### src/rtl/tetris_field_renderer.sv
// Playfield renderer for the HDMI Tetris output path.
// Per frame: derives the cell size (blk) and the side margin (mgn) with a
// restoring divider, then converts the pixel/line position into cell
// coordinates, issues a cell lookup and emits the framed pixel after 2 cycles.
// Optional feature macro: GRID_LINES_EN draws mid-grey grid lines on the
// first column and first line of each cell (the borders still take priority).
`timescale 1ns/1ps
module tetris_field_renderer #(
  parameter int BITS_PER_COLOR = 4,
  parameter int HW             = 12,
  parameter int VW             = 12,
  parameter int COLS           = 10,
  parameter int ROWS           = 16,
  parameter int CXW            = 4,
  parameter int CYW            = 4,
  localparam int BPP           = 3*BITS_PER_COLOR
) (
  input  logic           i_pixclk,
  input  logic           i_reset,
  input  logic [HW-1:0]  i_width,
  input  logic [VW-1:0]  i_height,
  input  logic           i_rd,
  input  logic           i_newline,
  input  logic           i_newframe,
  output logic           o_cell_rd,
  output logic [CXW-1:0] o_cell_x,
  output logic [CYW-1:0] o_cell_y,
  input  logic [BPP-1:0] i_cell_pixel,
  output logic           o_geom_valid,
  output logic           o_valid,
  output logic [BPP-1:0] o_pixel
);
  localparam int CNTW   = $clog2(VW);
  localparam int STAGES = 2;

  typedef enum logic [1:0] {S_IDLE, S_DIV, S_MARG, S_READY} state_e;
  typedef enum logic [1:0] {PX_BLACK, PX_WHITE, PX_GREY, PX_CELL} pcls_e;

  state_e         state_q, state_d;
  logic [HW-1:0]  wid_q, fw_q, mgn_q;
  logic [VW-1:0]  hgt_q, quo_q, rem_q, blk_q, fh_q;
  logic [CNTW-1:0] cnt_q;
  logic [VW:0]    rs, rnext;
  logic           sub_ok;
  logic [HW-1:0]  fw_c, mgn_c;
  logic [VW-1:0]  fh_c;

  assign o_geom_valid = (state_q == S_READY);

  // Geometry FSM next state; a new frame always restarts the divide
  always_comb begin
    state_d = state_q;
    case (state_q)
      S_DIV:   if (cnt_q == CNTW'(VW-1)) state_d = S_MARG;
      S_MARG:  state_d = S_READY;
      default: state_d = state_q;
    endcase
    if (i_newframe) state_d = S_DIV;
  end

  // Geometry FSM state register
  always_ff @(posedge i_pixclk or posedge i_reset)
    if (i_reset) state_q <= S_IDLE;
    else         state_q <= state_d;

  // One restoring-divide step (height / ROWS) and the margin arithmetic
  always_comb begin
    rs     = {rem_q, quo_q[VW-1]};
    sub_ok = (rs >= (VW+1)'(ROWS));
    rnext  = sub_ok ? rs - (VW+1)'(ROWS) : rs;
    fw_c   = HW'(COLS) * HW'(quo_q);
    mgn_c  = (fw_c > wid_q) ? '0 : (wid_q - fw_c) >> 1;
    fh_c   = VW'(ROWS) * quo_q;
  end

  // Geometry datapath: latch resolution, iterate divider, commit geometry
  always_ff @(posedge i_pixclk or posedge i_reset)
    if (i_reset) begin
      wid_q <= '0; hgt_q <= '0; quo_q <= '0; rem_q <= '0; cnt_q <= '0;
      blk_q <= '0; fw_q  <= '0; mgn_q <= '0; fh_q  <= '0;
    end else if (i_newframe) begin
      wid_q <= i_width; hgt_q <= i_height;
      quo_q <= i_height; rem_q <= '0; cnt_q <= '0;
    end else if (state_q == S_DIV) begin
      quo_q <= {quo_q[VW-2:0], sub_ok};
      rem_q <= VW'(rnext);
      cnt_q <= cnt_q + 1'b1;
    end else if (state_q == S_MARG) begin
      blk_q <= quo_q; fw_q <= fw_c; mgn_q <= mgn_c; fh_q <= fh_c;
    end

  // Stage 0: position and cell counters. xacc/yacc hold cx*blk and cy*blk so
  // cell edges are found by compare instead of division.
  logic [HW-1:0]  hpos_q, xacc_q, hpos_n;
  logic [VW-1:0]  ypos_q, yacc_q, ypos_n;
  logic [CXW-1:0] cx_q;
  logic [CYW-1:0] cy_q;
  logic           line_act_q;

  assign hpos_n = hpos_q + 1'b1;
  assign ypos_n = ypos_q + 1'b1;

  // Position tracking; newframe beats newline, lines without i_rd don't count
  always_ff @(posedge i_pixclk or posedge i_reset)
    if (i_reset) begin
      hpos_q <= '0; xacc_q <= '0; cx_q <= '0;
      ypos_q <= '0; yacc_q <= '0; cy_q <= '0; line_act_q <= 1'b0;
    end else if (i_newframe) begin
      hpos_q <= '0; xacc_q <= '0; cx_q <= '0;
      ypos_q <= '0; yacc_q <= '0; cy_q <= '0; line_act_q <= 1'b0;
    end else if (i_newline) begin
      hpos_q <= '0; xacc_q <= '0; cx_q <= '0; line_act_q <= 1'b0;
      if (line_act_q || i_rd) begin
        ypos_q <= ypos_n;
        if (ypos_n == yacc_q + blk_q && cy_q != CYW'(ROWS-1)) begin
          cy_q   <= cy_q + 1'b1;
          yacc_q <= yacc_q + blk_q;
        end
      end
    end else if (i_rd) begin
      hpos_q     <= hpos_n;
      line_act_q <= 1'b1;
      if (hpos_n == mgn_q + xacc_q + HW'(blk_q) && cx_q != CXW'(COLS-1)) begin
        cx_q   <= cx_q + 1'b1;
        xacc_q <= xacc_q + HW'(blk_q);
      end
    end

  // Stage 0 pixel classification in output priority order
  logic [HW-1:0] xr;
  pcls_e         cls0;
  logic          inside0;
  assign xr = mgn_q + fw_q;

  always_comb begin
    cls0    = PX_CELL;
    inside0 = 1'b0;
    if (!o_geom_valid || blk_q == '0)                          cls0 = PX_BLACK;
    else if (hpos_q == mgn_q || hpos_q == xr)                  cls0 = PX_WHITE;
    else if (hpos_q < mgn_q || hpos_q > xr || ypos_q >= fh_q)  cls0 = PX_BLACK;
    else begin
      inside0 = 1'b1;
      if (ypos_q == '0 || ypos_q == hgt_q - 1'b1)              cls0 = PX_WHITE;
`ifdef GRID_LINES_EN
      else if ((cx_q != '0 && hpos_q == mgn_q + xacc_q) ||
               (cy_q != '0 && ypos_q == yacc_q))               cls0 = PX_GREY;
`endif
      else                                                     cls0 = PX_CELL;
    end
  end

  // Stages 1-2: lookup strobe, class and valid pipeline
  logic [STAGES:1] vld_pipe_q;
  pcls_e           cls1_q, cls2_q;

  always_ff @(posedge i_pixclk or posedge i_reset)
    if (i_reset) begin
      vld_pipe_q <= '0; o_cell_rd <= 1'b0; o_cell_x <= '0; o_cell_y <= '0;
      cls1_q <= PX_BLACK; cls2_q <= PX_BLACK;
    end else begin
      vld_pipe_q <= {vld_pipe_q[STAGES-1:1], i_rd};
      o_cell_rd  <= i_rd && inside0;
      o_cell_x   <= cx_q;
      o_cell_y   <= cy_q;
      cls1_q     <= i_rd ? cls0 : PX_BLACK;
      cls2_q     <= cls1_q;
    end

  assign o_valid = vld_pipe_q[STAGES];

`ifdef GRID_LINES_EN
  localparam logic [BPP-1:0] GREY_PIX = {3{1'b1, {(BITS_PER_COLOR-1){1'b0}}}};
`endif

  // Stage 2 output mux; cell colour arrives one cycle after the strobe
  always_comb begin
    o_pixel = '0;
    case (cls2_q)
      PX_WHITE: o_pixel = '1;
      PX_CELL:  o_pixel = i_cell_pixel;
`ifdef GRID_LINES_EN
      PX_GREY:  o_pixel = GREY_PIX;
`endif
      default:  o_pixel = '0;
    endcase
  end
endmodule

### config.mk
export PLATFORM = sky130hd
export DESIGN_NAME = tetris_field_renderer
export DESIGN_NICKNAME = d
export VERILOG_FILES = /design/src/rtl/tetris_field_renderer.sv
export SDC_FILE = /design/constraint.sdc
export NUM_CORES = 1
export LEC_CHECK = 0
export CORE_ASPECT_RATIO = 1.25
export CORE_MARGIN = 2
export CORE_UTILIZATION = 35
export DETAILED_ROUTE_END_ITERATION = 7
export DONT_BUFFER_PORTS = 1
export HOLD_SLACK_MARGIN = 0.03
export PLACE_DENSITY = 0.5
export SLEW_MARGIN = 30
export SYNTH_ARGS = -nofsm -noshare
export SYNTH_HDL_FRONTEND = slang
export SYNTH_SLANG_ARGS = --single-unit
### constraint.sdc
create_clock -name i_pixclk -period 5.6 [get_ports i_pixclk]
set_clock_uncertainty 0.05 [all_clocks]
set_input_delay 0.84 -clock i_pixclk [delete_from_list [all_inputs] [get_ports i_pixclk]]
set_output_delay 0.84 -clock i_pixclk [all_outputs]
set_load 0.005 [all_outputs]
# [After elaboration in Yosys (flattened, before gate mapping)]
# Index checks and enable logic that the tools add are counted.
[totals] reg_bits=169 inputBits=41 output_inout_bits=23 word_cells=127
[classes] add_sub_neg=13 multipliers=1 magnitude_cmp=5 eq_ne=14 muxes=45 n_bitwise=2 reduce_logical=24
[op_table] cell="2-to-1 mux 12 bit" count=19
[op_table] cell="adder 12 bit" count=5
[op_table] cell="== test 12 bit" count=5
[op_table] cell="2-to-1 mux 4 bit" count=10
[op_table] cell="adder 12 x 1 -> 12 bit, second input constant" count=2
[op_table] cell="greater-than comparator 12 bit" count=2
[op_table] cell="zero test 12 bit" count=2
[op_table] cell="one-hot mux 12 bit (2 select lines)" count=1
[op_table] cell="2-to-1 mux 2 bit" count=7
[op_table] cell="greater-or-equal comparator 13 x 5 -> 1 bit, second input constant" count=1
[op_table] cell="adder 4 x 1 -> 4 bit, second input constant" count=3
[op_table] cell="greater-or-equal comparator 12 bit" count=1
[op_table] cell="< comparator 12 bit" count=1
[op_table] cell="multiplier 3 x 12 -> 11 bit, first input constant" count=1
[op_table] cell="subtractor 12 x 1 -> 12 bit, second input constant" count=1
[op_table] cell="subtractor 12 bit" count=1
[op_table] cell="subtractor 12 x 5 -> 12 bit, second input constant" count=1
[op_table] cell="2-to-1 mux 11 bit" count=1
[op_table] cell="nonzero test 3 bit" count=3
[op_table] cell="inequality test 4 bit, second input constant" count=2
[op_table] cell="nonzero test 2 bit" count=4
[op_table] cell="== test 2 bit, second input constant" count=3
[op_table] cell="logical OR 1 bit" count=6
[op_table] cell="2-to-1 mux 1 bit" count=6
[op_table] cell="9 further kinds" count=16

# [Logic depth before layout (Yosys ltp)]
# Gate-level depths: netlist of the first run.
[logic_depth] ltp_word=8 depth_mapped=17 mapped_depth_nobuf=17

# [Worst setup path after synthesis of the first run]
# Ideal clock, no wire load.
[synth_path] path_type="reg2reg" from="register blk_q[1]" to="register cx_q[3]" setup_time_ns=0.078 arrival_time_ns=3.854 required_ns=5.472 setup_slack_ns=1.618 path_stages_with_launch=14 n_path_buf=1 synth_period_minus_slack_ns=3.982 path_cell_list="dfrtp_1 -> fa_1 -> ha_1 -> fa_1 -> xor2_1 -> xnor2_1 -> xor2_1 -> or4_1 -> nor4_1 -> o2111ai_1 -> or4_1 -> buf_2 -> or3_1 -> a21oi_1"
[synth_via] elab_chain_cells=5
[synth_lines] element="start: declaration" line="41" text="logic [VW-1:0] hgt_q, quo_q, rem_q, blk_q, fh_q;"
[synth_lines] element="start signal: assignment" line="89" text="blk_q <= quo_q; fw_q <= fw_c; mgn_q <= mgn_c; fh_q <= fh_c;"
[synth_lines] element="adder 12 bit" line="123" text="if (hpos_n == mgn_q + xacc_q + HW'(blk_q) && cx_q != CXW'(COLS-1)) begin"
[synth_lines] element="== test 12 bit" line="123"
[synth_lines] element="logical AND 1 bit" line="123"
[synth_lines] element="nonzero test 3 bit (no source line)"
[synth_lines] element="AND reduction 2 bit (no source line)"
[synth_lines] element="end signal: assignment" line="124" text="cx_q <= cx_q + 1'b1;"
[synth_lines] element="end: declaration" line="96" text="logic [CXW-1:0] cx_q;"
# No other way between the ends.
# A chain may end at the register's enable or synchronous reset.

# [Worst setup path after layout of the first run]
[layout_path] from="register blk_q[0]" to="register cls1_q[1]"
[layout_via] elab_chain_cells=4
[layout_lines] element="zero test 12 bit" line="138" text="if (!o_geom_valid || blk_q == '0) cls0 = PX_BLACK;"
[layout_lines] element="logical OR 1 bit" line="138"
[layout_lines] element="2-to-1 mux 2 bit" line="138"
[layout_lines] element="2-to-1 mux 2 bit" line="165" text="cls1_q <= i_rd ? cls0 : PX_BLACK;"
[layout_lines] element="end signal: assignment" line="165"
[layout_lines] element="end: declaration" line="154" text="pcls_e cls1_q, cls2_q;"
# No other way between the ends.

==> metrics.yaml, run 1 <==
yosys:
  yosys-top-cells-area: "dfrtp_1 36%, ha_1 12%, xnor2_1 7.2%"
  syn_avg_cell_area_sq_um: 9.13
  yosysWarnings: 0
  syn-num-nets: 1369
  postSynthCellCount: 1203
  async_reset_ff_share_pct: 100
  synth_seq_cells: 157
  yosysUniqueCellTypes: 53
  synth-seq-area-share_pct: 35.8
  syn-cell-area_sq_um: 11000
  yosys.area.top_type_share_pct: 35.8
  synth-edff-count: 0
  synthFlopType: "dfrtp_1"
  yosysTopAreaCell: "dfrtp_1"
clocking:
  cts_tree: "yes"
  clk_latency_ps: 440
  clock-root-buffer: "clkbuf_16"
  cts_resized: 0
  cts-htree-levels: 4
  cts_sinks: 157
  cts_made_buffers: 17
  hold_buffers: 0
  cts_setup_buffers: 0
  cts.path.max_buffers: 2
  clk_pin_slew_ps: 70
worst_setup_path:
  rr_endpoint: "cls1_q[1]$_DFF_PP0_"
  crit_path_cell_trace: "ha_1 > fa_1 > a21o_1 > a21oi_1 > o21bai_1 > a21oi_1 > o21bai_1 > a21oi_1 > o21bai_1 > a21oi_1 > xor2_1 > ha_1 > nand3_1 > or4_1 > o31a_1 > nor4_1 > and3_1"
  cpMaxStageDelayCell: "dfrtp_1"
  crit_path_start_kind: "flip-flop"
  path_common_cell: "a21oi_1"
  critPathBufInv: 0
  crit_fanout: 6
  worstReg2RegStart: "blk_q[0]$_DFFE_PP0P_"
  crit_type: "flip-flop to flip-flop"
  r2r_slack_ps: 1240
  required_ps: 5930
  slowest_delay_ps: 510
  cpLargestDelayFamily: "compound AO/OA/AOI/OAI gates"
  end_kind: "flip-flop"
  worstRegToRegCells: 17
  cp.arrival_ps: 4690
worst_hold_path:
  hold_end: "vld_pipe_q[2]$_DFF_PP0_"
  holdPathStages: 0
  hold_start: "vld_pipe_q[1]$_DFF_PP0_"
  hold_path_class: "flip-flop to flip-flop"
timing:
  final-setup-viol-count: 0
  finalHoldViolCount: 0
  slew_headroom_pct: 42.3
  min_period_ps: 4360
  final_max_slew_viol_count: 0
  max_freq_mhz: 229
  final.period_utilization_pct: 77.9
  setup_tns_ps: 0
  tightest_slew_ps: 859
  rsz0062_at_grt: "false"
floorplan:
  die_h_um: 202
  io_pins: 64
  core_sq_um: 30900
  start_util_pct: 35.6
  die_width_um: 162
  num_rows: 72
  die-area_sq_um: 32800
final_layout:
  final_cell_mix: "157 x dfrtp_1, 113 x nand2_1, 112 x nor2_1"
  multi_input_area_sq_um: 6570
  layout_commonest_cell: "dfrtp_1"
  instances_no_fill: 1604
  post-route-util_pct: 38.8
  final-seq-area_sq_um: 3930
  syn_to_final_growth_pct: 9.03
  final_layout_size_suffix_gt1_share_pct: 5.01
  fillers: 3169
  nNetsFinal: 1350
  antenna_cells: 0
placement:
  place_hpwl_um: 19800
  placement.io_buffers: 0
  place_congestion: 0.808
  dp_cells: 1572
detailed_routing:
  routedWlPerCell_um: 16.5
  dr_total_vias: 8179
  detail-route-antenna-nets: 0
  routed_wl_um: 26500
  via_per_inst: 5.10
  firstDrtPassIters: 6
  remaining_drc_errors: 0
  drtIter0Drc: 350
global_route:
  grt_pass1_wl_um: 43700
  gr-usage-all-layers_pct: 17.0
  antenna_found_initial: 0
  grt_pass1_vias: 8186
  grt_max_degree: 98
  overflow: 0
power_and_ir_drop:
  ir_drop_mv: 0.149
  p_leak_nw: 5.49
  p_per_area_nw_per_um2: 247
flow_run:
  cap_violations: 0
outcome:
  status: "complete, no violations"
worst max-delay path by stage:
stage | startpoint | end | cells past startpoint
final | blk_q[0]$_DFFE_PP0P_ | cls1_q[1]$_DFF_PP0_ | 17
after detailed placement | blk_q[0]$_DFFE_PP0P_ | cls1_q[1]$_DFF_PP0_ | 17
after CTS | blk_q[0]$_DFFE_PP0P_ | cls1_q[1]$_DFF_PP0_ | 17
after floorplan | i_reset | blk_q[0]$_DFFE_PP0P_ | 1
after global placement | blk_q[0]$_DFFE_PP0P_ | cls1_q[1]$_DFF_PP0_ | 17
after global routing | blk_q[0]$_DFFE_PP0P_ | cls1_q[1]$_DFF_PP0_ | 17
layer usage:
| metal | global-route usage [%] | vias to the layer above | part of all wire, % |
|---|---|---|---|
| li1 | - | 4105 | - |
| met1 | 21.8 | 3935 | 45 |
| met3 | 2.71 | 32 | 2.5 |
| met2 | 28.5 | 107 | 49 |
| met5 | 0 | - | 0 |
| met4 | 7.21 | 0 | 3.3 |
power by group:
part | switching [mW] | internal [mW]
clock | 0.567 | 0.593
sequential | 0.0636 | 1.19
combinational | 0.301 | 0.246
total | 0.932 | 2.03
cell usage after synthesis (12+ instances only):
cell / count
mux2i_1: 33
a21oi_1: 70
xor2_1: 48
nand3_1: 22
nor2_1: 112
clkbuf_1: 35
nand2_1: 113
nor2b_1: 12
xnor2_1: 90
ha_1: 108
nor4_1: 17
a21boi_0: 12
dfrtp_1: 157
a211oi_1: 14
nand4_1: 14
inv_1: 87
nor3_1: 25
a21o_1: 19
fa_1: 17
o21ai_0: 70
worst reg2reg max path, stage by stage (launching register included):
cell      delay (ps)
dfrtp_1          510
ha_1             270
fa_1             420
a21o_1           180
a21oi_1          220
o21bai_1          90
a21oi_1          230
o21bai_1          90
a21oi_1          230
o21bai_1         100
a21oi_1          170
xor2_1           100
ha_1             290
nand3_1          100
or4_1            430
o31a_1           170
nor4_1           400
and3_1           240
flip-flops by register name (all words and copies together) (netlist names), 11 cells and up:
signal  flops
blk_q      12
hgt_q      12
hpos_q     12
quo_q      12
rem_q      12
xacc_q     12
yacc_q     12
ypos_q     12
mgn_q      11
wid_q      11
cell type report:
| cell class | instances | area share, % |
|---|---|---|
| multi-input combinational | 913 | 54.8 |
| sequential | 157 | 32.8 |
| tap | 407 | 4.25 |
| clock buffer | 17 | 3.55 |
| inverter | 87 | 2.77 |
| clock inverter | 15 | 1.29 |
| timing repair buffer | 8 | 0.501 |
logic make-up (layout without fill, tap and decap cells):
| group | count (synthesis) | count (layout) | share of synthesized area, % |
|---|---|---|---|
| AO/OA/AOI/OAI | 238 | 238 | 13.2 |
| XOR/XNOR | 141 | 141 | 11.6 |
| adder cells (fa/ha/maj) | 125 | 125 | 15.4 |
| buffers and inverters | 133 | 127 | 4.60 |
| flip-flops | 157 | 157 | 35.8 |
| multiplexers | 44 | 44 | 4.13 |
| AND/OR/NAND/NOR | 365 | 365 | 15.3 |
through the flow:
stage | worst slack (ps) | cell area (sq um) | hold slack, ps | power [mW]
after floorplan | 475 | 11000 | 281 | 1.71
after global placement | 1290 | 11400 | 285 | 1.82
after detailed placement | 1160 | 11400 | 285 | 1.83
after CTS | 1140 | 12000 | 300 | 3.00
after global routing | 789 | 12000 | 313 | 3.12
final | 1240 | 12000 | 299 | 2.96
Note: power is estimated with default switching activity, not from simulation.
==> inputs of run 2 (changes only) <==
ABC_AREA = 1   (was not set)
PLACE_DENSITY = 0.52   (was 0.5)
clock period = 3.6 ns   (was 5.6 ns; I/O delays follow)
==> metrics.yaml, run 2 <==
timing:
  tightest_slew_ps: 694  # was 859 ps
  rsz0062_at_grt: "false"  # unchanged
  final_max_slew_viol_count: 0  # unchanged
  max_freq_mhz: 301  # was 229 MHz
  final-setup-viol-count: 0  # unchanged
  fin_ws_ps: 275  # was 1240 ps
  min_period_ps: 3320  # was 4360 ps
  finalHoldViolCount: 0  # unchanged
  final.period_utilization_pct: 92.3  # was 77.9%
  setup_tns_ps: 0  # unchanged
  slew_headroom_pct: 53.4  # was 42.3%
worst_setup_path:
  worstRegToRegCells: 16  # was 17
  crit_path_start_kind: "flip-flop"  # unchanged
  crit_fanout: 6  # unchanged
  crit_type: "flip-flop to flip-flop"  # unchanged
  required_ps: 3880  # was 5930 ps
  cp.arrival_ps: 3600  # was 4690 ps
  end_kind: "flip-flop"  # unchanged
clocking:
  cts_made_buffers: 17  # unchanged
  cts_tree: "yes"  # unchanged
  cts_sinks: 157  # unchanged
  clock-root-buffer: "clkbuf_16"  # unchanged
  clk_latency_ps: 460  # was 440 ps
  cts.path.max_buffers: 2  # unchanged
  clk_pin_slew_ps: 80  # was 70 ps
  cts-htree-levels: 4  # unchanged
  cts_setup_buffers: 0  # unchanged
worst_hold_path:
  hold_path_class: "primary input to flip-flop"  # was flip-flop to flip-flop
  holdPathStages: 0  # unchanged
global_route:
  grt_max_degree: 57  # was 98
  gr-usage-all-layers_pct: 19.1  # was 17.0%
  overflow: 0  # unchanged
  grt_pass1_wl_um: 53200  # was 43700 um
  grt_pass1_vias: 10143  # was 8186
  antenna_found_initial: 0  # unchanged
yosys:
  yosysUniqueCellTypes: 49  # was 53
  synthFlopType: "dfrtp_1"  # unchanged
  yosys.area.top_type_share_pct: 32.8  # was 35.8%
  yosysWarnings: 0  # unchanged
  yosysTopAreaCell: "dfrtp_1"  # unchanged
  syn_avg_cell_area_sq_um: 7.50  # was 9.13 sq um
  yosysMostFrequentCell: "nand2_1"  # was dfrtp_1
  syn-num-nets: 1766  # was 1369
  synthTopCellsByCount: "407 x nand2_1, 212 x inv_1, 157 x dfrtp_1"  # was 157 x dfrtp_1, 113 x nand2_1, 112 x nor2_1
  postSynthCellCount: 1600  # was 1203
  synth-edff-count: 0  # unchanged
  synth_seq_cells: 157  # unchanged
  syn-cell-area_sq_um: 12000  # was 11000 sq um
  async_reset_ff_share_pct: 100  # unchanged
  yosys-top-cells-area: "dfrtp_1 33%, nand2_1 13%, ha_1 11%"  # was dfrtp_1 36%, ha_1 12%, xnor2_1 7.2%
  synth-seq-area-share_pct: 32.8  # was 35.8%
detailed_routing:
  firstDrtPassIters: 4  # was 6
  routed_wl_um: 32900  # was 26500 um
  wl_met3_um: 1060  # was 673 um
  dr_total_vias: 10346  # was 8179
  wl_met1_um: 14600  # was 11900 um
  via_per_inst: 5.06  # was 5.10
  remaining_drc_errors: 0  # unchanged
  top_layer: "met4"  # unchanged
  routedWlPerCell_um: 16.1  # was 16.5 um
  drtIter0Drc: 525  # was 350
  detail-route-antenna-nets: 0  # unchanged
  dr_wl_met2_um: 16200  # was 13100 um
floorplan:
  die_h_um: 211  # was 202 um
  num_rows: 75  # was 72
  die-area_sq_um: 35800  # was 32800 sq um
  io_pins: 64  # unchanged
  core_sq_um: 33700  # was 30900 sq um
  start_util_pct: 35.6  # about the same
  die_width_um: 170  # was 162 um
power_and_ir_drop:
  switching_share_pct: 33.2  # was 31.5%
  intPower_mw: 3.10  # was 2.03 mW
  p_clk_share_pct: 39.5  # was 39.2%
  switchingPower_mw: 1.54  # was 932 uW
  p_seq_share_pct: 41.2  # was 42.3%
  p_leak_nw: 6.92  # was 5.49 nW
  p_per_area_nw_per_um2: 352  # was 247 nW/um^2
  combPwrFrac_pct: 19.3  # was 18.5%
  ir_drop_mv: 0.327  # was 0.149 mV
  finalPower_mw: 4.64  # was 2.96 mW
flow_run:
  cap_violations: 0  # unchanged
final_layout:
  layout_commonest_cell: "nand2_1"  # was dfrtp_1
  finish.instance_area_sq_um: 13200  # was 12000 sq um
  nNetsFinal: 1774  # was 1350
  fillers: 3438  # was 3169
  syn_to_final_growth_pct: 9.85  # was 9.03%
  antenna_cells: 0  # unchanged
  final_layout_size_suffix_gt1_share_pct: 8.02  # was 5.01%
  final_cell_mix: "407 x nand2_1, 210 x inv_1, 157 x dfrtp_1"  # was 157 x dfrtp_1, 113 x nand2_1, 112 x nor2_1
placement:
  place_hpwl_um: 25700  # was 19800 um
  dp_slack_ps: 11.2  # was 1160 ps
  place_congestion: 0.861  # was 0.808
  placement.io_buffers: 0  # unchanged
  placed_area_sq_um: 12500  # was 11400 sq um
outcome:
  status: "complete, no violations"  # unchanged
run 2: cell count changes after synthesis, sizes merged, moves of 13 or more:
cell    previous run  this run
nand2            113       427
inv               87       220
nand3             22       155
xnor2             90        19
mux2i             33         0
nand4             14        47
o22ai              1        30
a21o              19         4
clkbuf            35        20
a211oi            14         1
run 2: final cells by class:
class	count	area [sq um]	area share, %
Timing Repair Buffer	23	213	1.61
Sequential cell	157	3930	29.8
Tap cell	423	529	4.02
Clock inverter	15	166	1.26
Inverter	226	852	6.47
Clock buffer	17	425	3.23
Multi-Input combinational cell	1183	7060	53.6
run 2: worst paths after layout:
check	endpoint	startpoint	slack [ps]
hold / removal	vld_pipe_q[1]$_DFF_PP0_	i_rd	60
min in group asynchronous	hpos_q[8]$_DFFE_PP0P_	i_reset	510
setup / recovery	mgn_q[10]$_DFFE_PP0P_	quo_q[3]$_DFFE_PP0P_	280
hold reg to reg	vld_pipe_q[2]$_DFF_PP0_	vld_pipe_q[1]$_DFF_PP0_	300
max in group asynchronous	ypos_q[0]$_DFFE_PP0P_	i_reset	2150
setup reg to reg	mgn_q[10]$_DFFE_PP0P_	quo_q[3]$_DFFE_PP0P_	280
run 2: power groups by stage:
stage / clock, mW / combinational [mW] / sequential, mW
final: 1.83 / 0.893 / 1.91
after global routing: 1.97 / 1.02 / 1.92
after CTS: 1.89 / 0.888 / 1.91
after detailed placement: 0 / 0.882 / 1.95
after global placement: 0 / 0.880 / 1.95
after floorplan: 0 / 0.688 / 1.93
run 2: worst max-delay path, stage by stage, from the launching register on:
cell and delay [ps]:
dfrtp_1 400, ha_1 290, ha_1 170, inv_1 60, fa_1 390, o21ai_1 220, nand2_1 70, nand2_1 60
a21oi_1 70, xor2_1 200, ha_1 320, nand2_1 110, inv_1 50, a221oi_2 260, nand3_2 200, inv_2 160
o22ai_1 90
run 2: what timing repair did:
action,in CTS,in global routing
pin swaps,0,1
setup endpoints to repair,3,11
gates resized for setup,1,4
hold buffers,0,1
hold endpoints to repair,0,8
run 2: layer usage:
layer | GRT usage [%] | vias to the layer above
li1 | - | 5304
met1 | 23.5 | 4828
met2 | 32.9 | 165
met3 | 3.15 | 49
met4 | 8.13 | 0
met5 | 0 | -
run 2: cells by family after synthesis:
family / synth area share [%]
AOI/OAI and AO/OA: 10.2
xor gates and xnor gates: 4.52
DFF: 32.8
buffers and inverters: 8.47
adders and majority gates: 14.1
and+or+nand+nor: 29.9
run 2: through the flow:
stage	hold slack [ps]	util [%]	cells
2_1_floorplan	281	-	1600
3_3_place_gp	282	37.2	2010
3_5_place_dp	286	37.2	2010
4_1_cts	39.1	39.0	2042
5_1_grt	39.1	39.1	2044
6_report	63.1	39.1	2044
